## src/rtl/mouse_if_pkg.sv

```systemverilog
// Shared definitions for the mouse event queue: register map, event record
// and the coordinate clamp used for both mouse motion and software position loads.
package mouse_if_pkg;

  localparam logic [3:0] ADDR_CTRL  = 4'd0;
  localparam logic [3:0] ADDR_STAT  = 4'd1;
  localparam logic [3:0] ADDR_EVENT = 4'd2;
  localparam logic [3:0] ADDR_POS   = 4'd3;

  localparam int CTRL_EN     = 0;
  localparam int CTRL_IRQ_EN = 1;
  localparam int CTRL_CLR    = 2;

  localparam int STAT_EMPTY     = 0;
  localparam int STAT_FULL      = 1;
  localparam int STAT_OVF       = 2;
  localparam int STAT_COUNT_LSB = 8;

  typedef struct packed {
    logic [2:0] btn;
    logic [8:0] dy;
    logic [8:0] dx;
  } mouse_evt_t;

  // 18-bit signed leaves headroom for a 16-bit coordinate plus a 9-bit delta.
  function automatic logic [15:0] clamp_coord(input logic signed [17:0] v,
                                              input logic [15:0] maxv);
    logic [15:0] res;
    if (v < 18'sd0)
      res = 16'd0;
    else if (v > $signed({2'b00, maxv}))
      res = maxv;
    else
      res = v[15:0];
    return res;
  endfunction

endpackage

```

## src/rtl/mouse_event_fifo.sv

```systemverilog
// Synchronous FIFO with flush; head is presented combinationally.
// A push into a full FIFO is accepted only when a pop frees a slot that cycle.
module mouse_event_fifo #(
  parameter int DEPTH = 8,
  parameter type T = logic [7:0],
  localparam int AW = $clog2(DEPTH)
) (
  input  logic        clk,
  input  logic        reset_n,
  input  logic        clr,
  input  logic        push,
  input  T            push_data,
  input  logic        pop,
  output T            head,
  output logic        full,
  output logic        empty,
  output logic [AW:0] count
);

  T mem [DEPTH];
  logic [AW-1:0] wr_ptr, rd_ptr;
  logic do_push, do_pop;

  assign empty   = (count == '0);
  assign full    = (count == (AW+1)'(DEPTH));
  assign do_pop  = pop && !empty;
  assign do_push = push && (!full || do_pop);
  assign head    = mem[rd_ptr];

  always_ff @(posedge clk or negedge reset_n) begin
    if (!reset_n) begin
      wr_ptr <= '0;
      rd_ptr <= '0;
      count  <= '0;
    end else if (clr) begin
      wr_ptr <= '0;
      rd_ptr <= '0;
      count  <= '0;
    end else begin
      if (do_push) wr_ptr <= wr_ptr + 1'b1;
      if (do_pop)  rd_ptr <= rd_ptr + 1'b1;
      if (do_push && !do_pop)
        count <= count + 1'b1;
      else if (!do_push && do_pop)
        count <= count - 1'b1;
    end
  end

  always_ff @(posedge clk) begin
    if (do_push && !clr)
      mem[wr_ptr] <= push_data;
  end

endmodule

```

## src/rtl/avalon_mouse_event_queue.sv

```systemverilog
// Avalon-MM mouse event queue: buffers decoder packets for software, tracks a
// clamped hardware cursor for the sprite logic and raises a level interrupt.
module avalon_mouse_event_queue
  import mouse_if_pkg::*;
#(
  parameter int COORD_W    = 16,
  parameter int FIFO_DEPTH = 8,
  parameter int SCREEN_W   = 640,
  parameter int SCREEN_H   = 480
) (
  input  logic        clk,
  input  logic        reset_n,
  input  logic        avl_read,
  input  logic        avl_write,
  input  logic        avl_cs,
  input  logic [3:0]  avl_byte_en,
  input  logic [3:0]  avl_addr,
  input  logic [31:0] avl_writedata,
  output logic [31:0] avl_readdata,
  input  logic        evt_valid,
  output logic        evt_ready,
  input  logic [8:0]  evt_dx,
  input  logic [8:0]  evt_dy,
  input  logic [2:0]  evt_btn,
  output logic [31:0] export_data,
  output logic [2:0]  export_btn,
  output logic        irq
);

  localparam int CW = $clog2(FIFO_DEPTH) + 1;
  localparam logic [15:0] X_MAX = 16'(SCREEN_W - 1);
  localparam logic [15:0] Y_MAX = 16'(SCREEN_H - 1);
  localparam logic [COORD_W-1:0] X_RST = COORD_W'(SCREEN_W / 2);
  localparam logic [COORD_W-1:0] Y_RST = COORD_W'(SCREEN_H / 2);

  logic               ctrl_en, ctrl_irq_en, ovf;
  logic [COORD_W-1:0] pos_x, pos_y;
  logic [2:0]         btn_q;

  logic       wr_en, rd_en, ctrl_wr, pos_wr, clr, ovf_clr, pop, accept, push, drop;
  mouse_evt_t evt_in, head;
  logic       fifo_full, fifo_empty;
  logic [CW-1:0] fifo_count;

  logic [15:0] x_pos16, y_pos16;
  logic [31:0] pos_word, pos_merged;
  logic signed [17:0] x_sum, y_sum;
  logic [15:0] x_move, y_move, x_load, y_load;

  assign wr_en   = avl_cs && avl_write;
  assign rd_en   = avl_cs && avl_read;
  assign ctrl_wr = wr_en && (avl_addr == ADDR_CTRL) && avl_byte_en[0];
  assign clr     = ctrl_wr && avl_writedata[CTRL_CLR];
  assign ovf_clr = wr_en && (avl_addr == ADDR_STAT) && avl_byte_en[0]
                   && avl_writedata[STAT_OVF];
  assign pos_wr  = wr_en && (avl_addr == ADDR_POS);
  assign pop     = rd_en && (avl_addr == ADDR_EVENT);

  // A flush discards the same-cycle event; a full FIFO only drops when no pop frees a slot.
  assign accept  = evt_valid && ctrl_en;
  assign push    = accept && !clr;
  assign drop    = push && fifo_full && !pop;
  assign evt_in  = {evt_btn, evt_dy, evt_dx};

  mouse_event_fifo #(
    .DEPTH (FIFO_DEPTH),
    .T     (mouse_evt_t)
  ) u_fifo (
    .clk       (clk),
    .reset_n   (reset_n),
    .clr       (clr),
    .push      (push),
    .push_data (evt_in),
    .pop       (pop),
    .head      (head),
    .full      (fifo_full),
    .empty     (fifo_empty),
    .count     (fifo_count)
  );

  assign x_pos16  = 16'(pos_x);
  assign y_pos16  = 16'(pos_y);
  assign pos_word = {y_pos16, x_pos16};

  // Screen y grows downward while the mouse reports positive dy as up.
  assign x_sum  = $signed({2'b00, x_pos16}) + $signed({{9{evt_dx[8]}}, evt_dx});
  assign y_sum  = $signed({2'b00, y_pos16}) - $signed({{9{evt_dy[8]}}, evt_dy});
  assign x_move = clamp_coord(x_sum, X_MAX);
  assign y_move = clamp_coord(y_sum, Y_MAX);

  always_comb begin
    pos_merged = pos_word;
    for (int i = 0; i < 4; i++) begin
      if (avl_byte_en[i])
        pos_merged[8*i +: 8] = avl_writedata[8*i +: 8];
    end
  end

  assign x_load = clamp_coord($signed({2'b00, pos_merged[15:0]}), X_MAX);
  assign y_load = clamp_coord($signed({2'b00, pos_merged[31:16]}), Y_MAX);

  always_ff @(posedge clk or negedge reset_n) begin
    if (!reset_n) begin
      ctrl_en     <= 1'b0;
      ctrl_irq_en <= 1'b0;
      ovf         <= 1'b0;
      pos_x       <= X_RST;
      pos_y       <= Y_RST;
      btn_q       <= 3'b000;
    end else begin
      if (ctrl_wr) begin
        ctrl_en     <= avl_writedata[CTRL_EN];
        ctrl_irq_en <= avl_writedata[CTRL_IRQ_EN];
      end
      if (drop)
        ovf <= 1'b1;
      else if (ovf_clr)
        ovf <= 1'b0;
      if (pos_wr) begin
        pos_x <= COORD_W'(x_load);
        pos_y <= COORD_W'(y_load);
      end else if (accept) begin
        pos_x <= COORD_W'(x_move);
        pos_y <= COORD_W'(y_move);
      end
      if (accept)
        btn_q <= evt_btn;
    end
  end

  always_comb begin
    avl_readdata = '0;
    if (rd_en) begin
      case (avl_addr)
        ADDR_CTRL: begin
          avl_readdata[CTRL_EN]     = ctrl_en;
          avl_readdata[CTRL_IRQ_EN] = ctrl_irq_en;
        end
        ADDR_STAT: begin
          avl_readdata[STAT_EMPTY] = fifo_empty;
          avl_readdata[STAT_FULL]  = fifo_full;
          avl_readdata[STAT_OVF]   = ovf;
          avl_readdata[STAT_COUNT_LSB +: 8] = 8'(fifo_count);
        end
        ADDR_EVENT: begin
          if (!fifo_empty)
            avl_readdata = {11'b0, head};
        end
        ADDR_POS:   avl_readdata = pos_word;
        default:    avl_readdata = '0;
      endcase
    end
  end

  assign evt_ready   = ctrl_en;
  assign export_data = {x_pos16, y_pos16};
  assign export_btn  = btn_q;
  assign irq         = ctrl_irq_en && (!fifo_empty || ovf);

endmodule

```

## config.mk

```make
export PLATFORM = sky130hd
export DESIGN_NAME = avalon_mouse_event_queue
export DESIGN_NICKNAME = d
export VERILOG_FILES = /design/src/rtl/mouse_if_pkg.sv /design/src/rtl/mouse_event_fifo.sv /design/src/rtl/avalon_mouse_event_queue.sv
export SDC_FILE = /design/constraint.sdc
export NUM_CORES = 1
export LEC_CHECK = 0
export ABC_AREA = 1
export CORE_AREA = 2 2 188 190
export DETAILED_ROUTE_END_ITERATION = 16
export DIE_AREA = 0 0 190 192
export PLACE_DENSITY_LB_ADDON = 0.2
export REMOVE_ABC_BUFFERS = 1
export SLEW_MARGIN = 10
export SYNTH_ARGS = -nofsm -noshare
export SYNTH_HDL_FRONTEND = slang
export SYNTH_SLANG_ARGS = --single-unit
export TNS_END_PERCENT = 20
```

## constraint.sdc

```tcl
create_clock -name clk -period 3.7 [get_ports clk]
set_clock_uncertainty 0.05 [all_clocks]
set_input_delay 0.74 -clock clk [delete_from_list [all_inputs] [get_ports clk]]
set_output_delay 0.74 -clock clk [all_outputs]
set_load 0.05 [all_outputs]
```

==> flow_summary_export.csv <==
group,metric,value,unit
run_status,outcome,"finished clean",
finish,area_growth_syn_to_layout,28.9,%
timing,layout_setup_ws,0.151,ns
place,placement.io_buffers,135,
min_path,hp-class,"in -> async",
place,place_congestion,0.916,
routing,drt_first_iter_violations,681,
global_routing,grt_first_pass_wirelength,54600,um
global_routing,grt_util_met3,0.0259,
synthesis,synth_cells,1249,
finish,final_cell_mix,"247 x sky130_fd_sc_hd__nand2_1, 168 x sky130_fd_sc_hd__edfxtp_1, 152 x sky130_fd_sc_hd__nor2_1, 114 x sky130_fd_sc_hd__o21ai_0, 108 x sky130_fd_sc_hd__inv_1",
global_routing,grt_util_met1,0.255,
timing,final_hold_viol_count,0,
setup_path,critical_path.cell_chain,"inv_2 -> buf_12 -> nor2_1 -> o221ai_2 -> nand3_1 -> a21oi_1 -> buf_12",
finish,final_util,0.436,
routing,drt.antenna.violating_nets,0,
place,pre_cts_ws,0.111,ns
global_routing,grt-ovfl-total,0,
global_routing,most_heavily_used_metal_layer_in_global_routing,"met2",
setup_path,setup.worst_path.start_class,"flop",
global_routing,globalRouteMet2Util,0.335,
finish,mostFrequentLayoutCell,"sky130_fd_sc_hd__nand2_1",
clock_tree,clock_latency,0.52,ns
timing,finalMaxSlewViolations,0,
power,cellLeakagePower,0.00593,uW
setup_path,crit_slowest_cell,"sky130_fd_sc_hd__dfrtp_4",
synthesis,post-synth-top-area-fraction,0.434,
setup_path,criticalPathCategory,"reg -> out",
setup_path,arrival,2.76,ns
finish,antennaDiodeCount,0,
global_routing,number_of_global_route_vias_before_repair,9605,
setup_path,critPathBufInv,3,
flow_run,drv_cap,0,
clock_tree,cts.clk_slew.worst_paths,0.06,ns
synthesis,synth_largest_area_cell,"sky130_fd_sc_hd__edfxtp_1",
synthesis,ys_seq_area_frac,0.539,
synthesis,avgSynthCellArea,9.30,um^2
finish,final_area,15000,um^2
clock_tree,cts_tree,"done",
timing,maxClockFrequency,0.282,GHz
power,worst_ir_drop_vdd,0.343,mV
clock_tree,cts_num_sinks,216,
clock_tree,ctsLongestPathBuffers,3,
floorplan,die_width,190,um
global_routing,pin_count_of_the_biggest_net_entering_global_routing,67,
timing,finalCriticalPeriod,3.55,ns
clock_tree,tritoncts.num_buffers,25,
routing,final_routed_wire_length_divided_by_cell_count,18.8,um
timing,max-slew-margin-rel,0.310,
routing,drt-pass1-iter-count,5,
clock_tree,cts.root.buffer_cell,"sky130_fd_sc_hd__clkbuf_16",
floorplan,fp.dieH,192,um
finish,stdcell_count,1891,
setup_path,crit_fanout,66,
place,dp.cells,1848,
clock_tree,clock_tree.htree_level_count,1,
place,post-dp-hpwl,25000,um
timing,max_slew.worst_pin.slew,1.03,ns
synthesis,synthTopCellsByArea,"sky130_fd_sc_hd__edfxtp_1 43%, sky130_fd_sc_hd__dfrtp_1 9.1%, sky130_fd_sc_hd__nand2_1 8.0%, sky130_fd_sc_hd__nor2_1 5.2%, sky130_fd_sc_hd__o21ai_0 4.9%",
routing,post_drt_via_cell_ratio,5.11,
finish,ratio_of_cells_with_drive_above_1_in_the_final_layout,0.137,
floorplan,start_util,0.339,
power,power.density_cell_area,567,nW/um^2
clock_tree,cts.hold.buffers_added,0,
setup_path,crit_path_frequent_cell,"sky130_fd_sc_hd__buf_12",
clock_tree,setup_repair_bufs_after_cts,0,
global_routing,global_route.usage.total,0.193,
synthesis,yosys_most_used_dff,"sky130_fd_sc_hd__edfxtp_1",
floorplan,core.rowCount,68,
power,total_power,8490,uW
synthesis,yosys_warning_count,0,
setup_path,crit_path_max_incr_delay,0.62,ns
synthesis,synth_cell_type_count,51,
synthesis,synth_enable_flop_cells,168,
routing,postRouteWirelength,35500,um
finish,net_count_reported_at_finish,1528,
timing,rsz0062_at_grt,"false",
timing,timing.final.crit_share,0.959,
synthesis,seq_cells_post_synth,216,
routing,num_vias,9659,
floorplan,core_region_area,34300,um^2
setup_path,data_required_time_of_the_worst_path,2.91,ns
place,post_dp_cell_area,14200,um^2
setup_path,kind_of_capture_point_of_the_worst_setup_path,"output pin",
floorplan,dieArea,36500,um^2
floorplan,io_pins,136,
synthesis,post_synth_instance_area,11600,um^2
setup_path,timing.critical_path.max_delay_family,"compound AO/OA/AOI/OAI gates",
timing,finalSetupViolCount,0,
global_routing,number_of_antenna_violations_at_the_first_check_in_global_routing,1,
routing,detail_route.drc_violations,0,
synthesis,asyncSetResetFlopFracSynth,0.222,
cell families (layout without fill, tap and decap cells):
group | count (synthesis) | count (layout) | synth area share
AOI/OAI and AO/OA | 261 | 261 | 0.135
xor gates and xnor gates | 13 | 13 | 0.0105
adders and majority gates | 41 | 41 | 0.0461
buffers and inverters | 163 | 350 | 0.0552
DFF | 216 | 216 | 0.539
muxes | 9 | 9 | 0.00808
and+or+nand+nor | 546 | 546 | 0.206
cell usage after synthesis, types with 5 or more instances:
library cell	count
sky130_fd_sc_hd__a21oi_1	63
sky130_fd_sc_hd__nand3_1	71
sky130_fd_sc_hd__inv_1	108
sky130_fd_sc_hd__a31oi_1	7
sky130_fd_sc_hd__o21ai_1	6
sky130_fd_sc_hd__ha_1	38
sky130_fd_sc_hd__a21boi_1	6
sky130_fd_sc_hd__mux2i_1	6
sky130_fd_sc_hd__nor3_1	13
sky130_fd_sc_hd__xor2_1	7
sky130_fd_sc_hd__xnor2_1	5
sky130_fd_sc_hd__buf_2	10
sky130_fd_sc_hd__dfstp_2	6
sky130_fd_sc_hd__nand2_1	247
sky130_fd_sc_hd__o221ai_1	41
sky130_fd_sc_hd__nand3b_1	7
sky130_fd_sc_hd__dfrtp_1	42
sky130_fd_sc_hd__inv_2	9
sky130_fd_sc_hd__edfxtp_1	168
sky130_fd_sc_hd__nand2_2	18
sky130_fd_sc_hd__nor2_1	160
sky130_fd_sc_hd__nand3_2	5
sky130_fd_sc_hd__nand4_1	8
sky130_fd_sc_hd__clkbuf_1	32
sky130_fd_sc_hd__o22ai_1	5
sky130_fd_sc_hd__o21ai_0	114
flip-flops by register name (all words and copies together) (netlist names):
name / cells
ctrl_irq_en: 1
evt_ready: 1
export_btn: 3
ovf: 1
pos_x: 16
pos_y: 16
u_fifo.count: 4
u_fifo.mem: 168
u_fifo.rd_ptr: 3
u_fifo.wr_ptr: 3
per-stage QoR:
step,setup TNS (ns),hold WS [ns]
detailed placement,0,0.442
floorplan,-2.63,0.394
CTS,0,0.387
finish,0,0.351
global placement,0,0.443
global route,0,0.428
what timing repair did:
action | CTS | global route
gates resized for setup | 1 | 2
pin swaps | 0 | 0
endpoints found under the setup margin | 1 | 1
final timing paths:
| path | cells after the start | slack (ns) | from | to |
|---|---|---|---|---|
| setup / recovery | 7 | 0.15 | u_fifo.rd_ptr[0] | avl_readdata[12] |
| hold / removal | 1 | 0.35 | reset_n | pos_x[4] |
| setup reg to reg | 18 | 0.93 | u_fifo.count[0] | u_fifo.count[3] |
| hold reg to reg | 1 | 0.45 | export_btn[1] | export_btn[1] |
| max in group asynchronous | 2 | 2.41 | reset_n | pos_y[7] |
| min in group clk | 1 | 0.45 | export_btn[1] | export_btn[1] |
power breakdown:
part | total, uW | switching (uW) | internal, uW
logic | 2960 | 1960 | 1000
clock network | 2300 | 986 | 1310
registers | 3230 | 227 | 3010
total | 8490 | 3170 | 5320
layout make-up:
class                   instances  area [um^2]
multi-input cells             870         4750
repair buffers                188         2190
inverters                     119          452
well taps                     455          569
fillers                      3345        19300
clock inverters                13          104
flip-flops and latches        216         6260
clock buffers                  30          644
layer usage:
layer,vias up,share of wire
li1,4678,-
met1,4708,0.46
met2,213,0.48
met3,58,0.044
met4,2,0.024
met5,-,0.00037
Note: power is estimated with default switching activity, not from simulation.
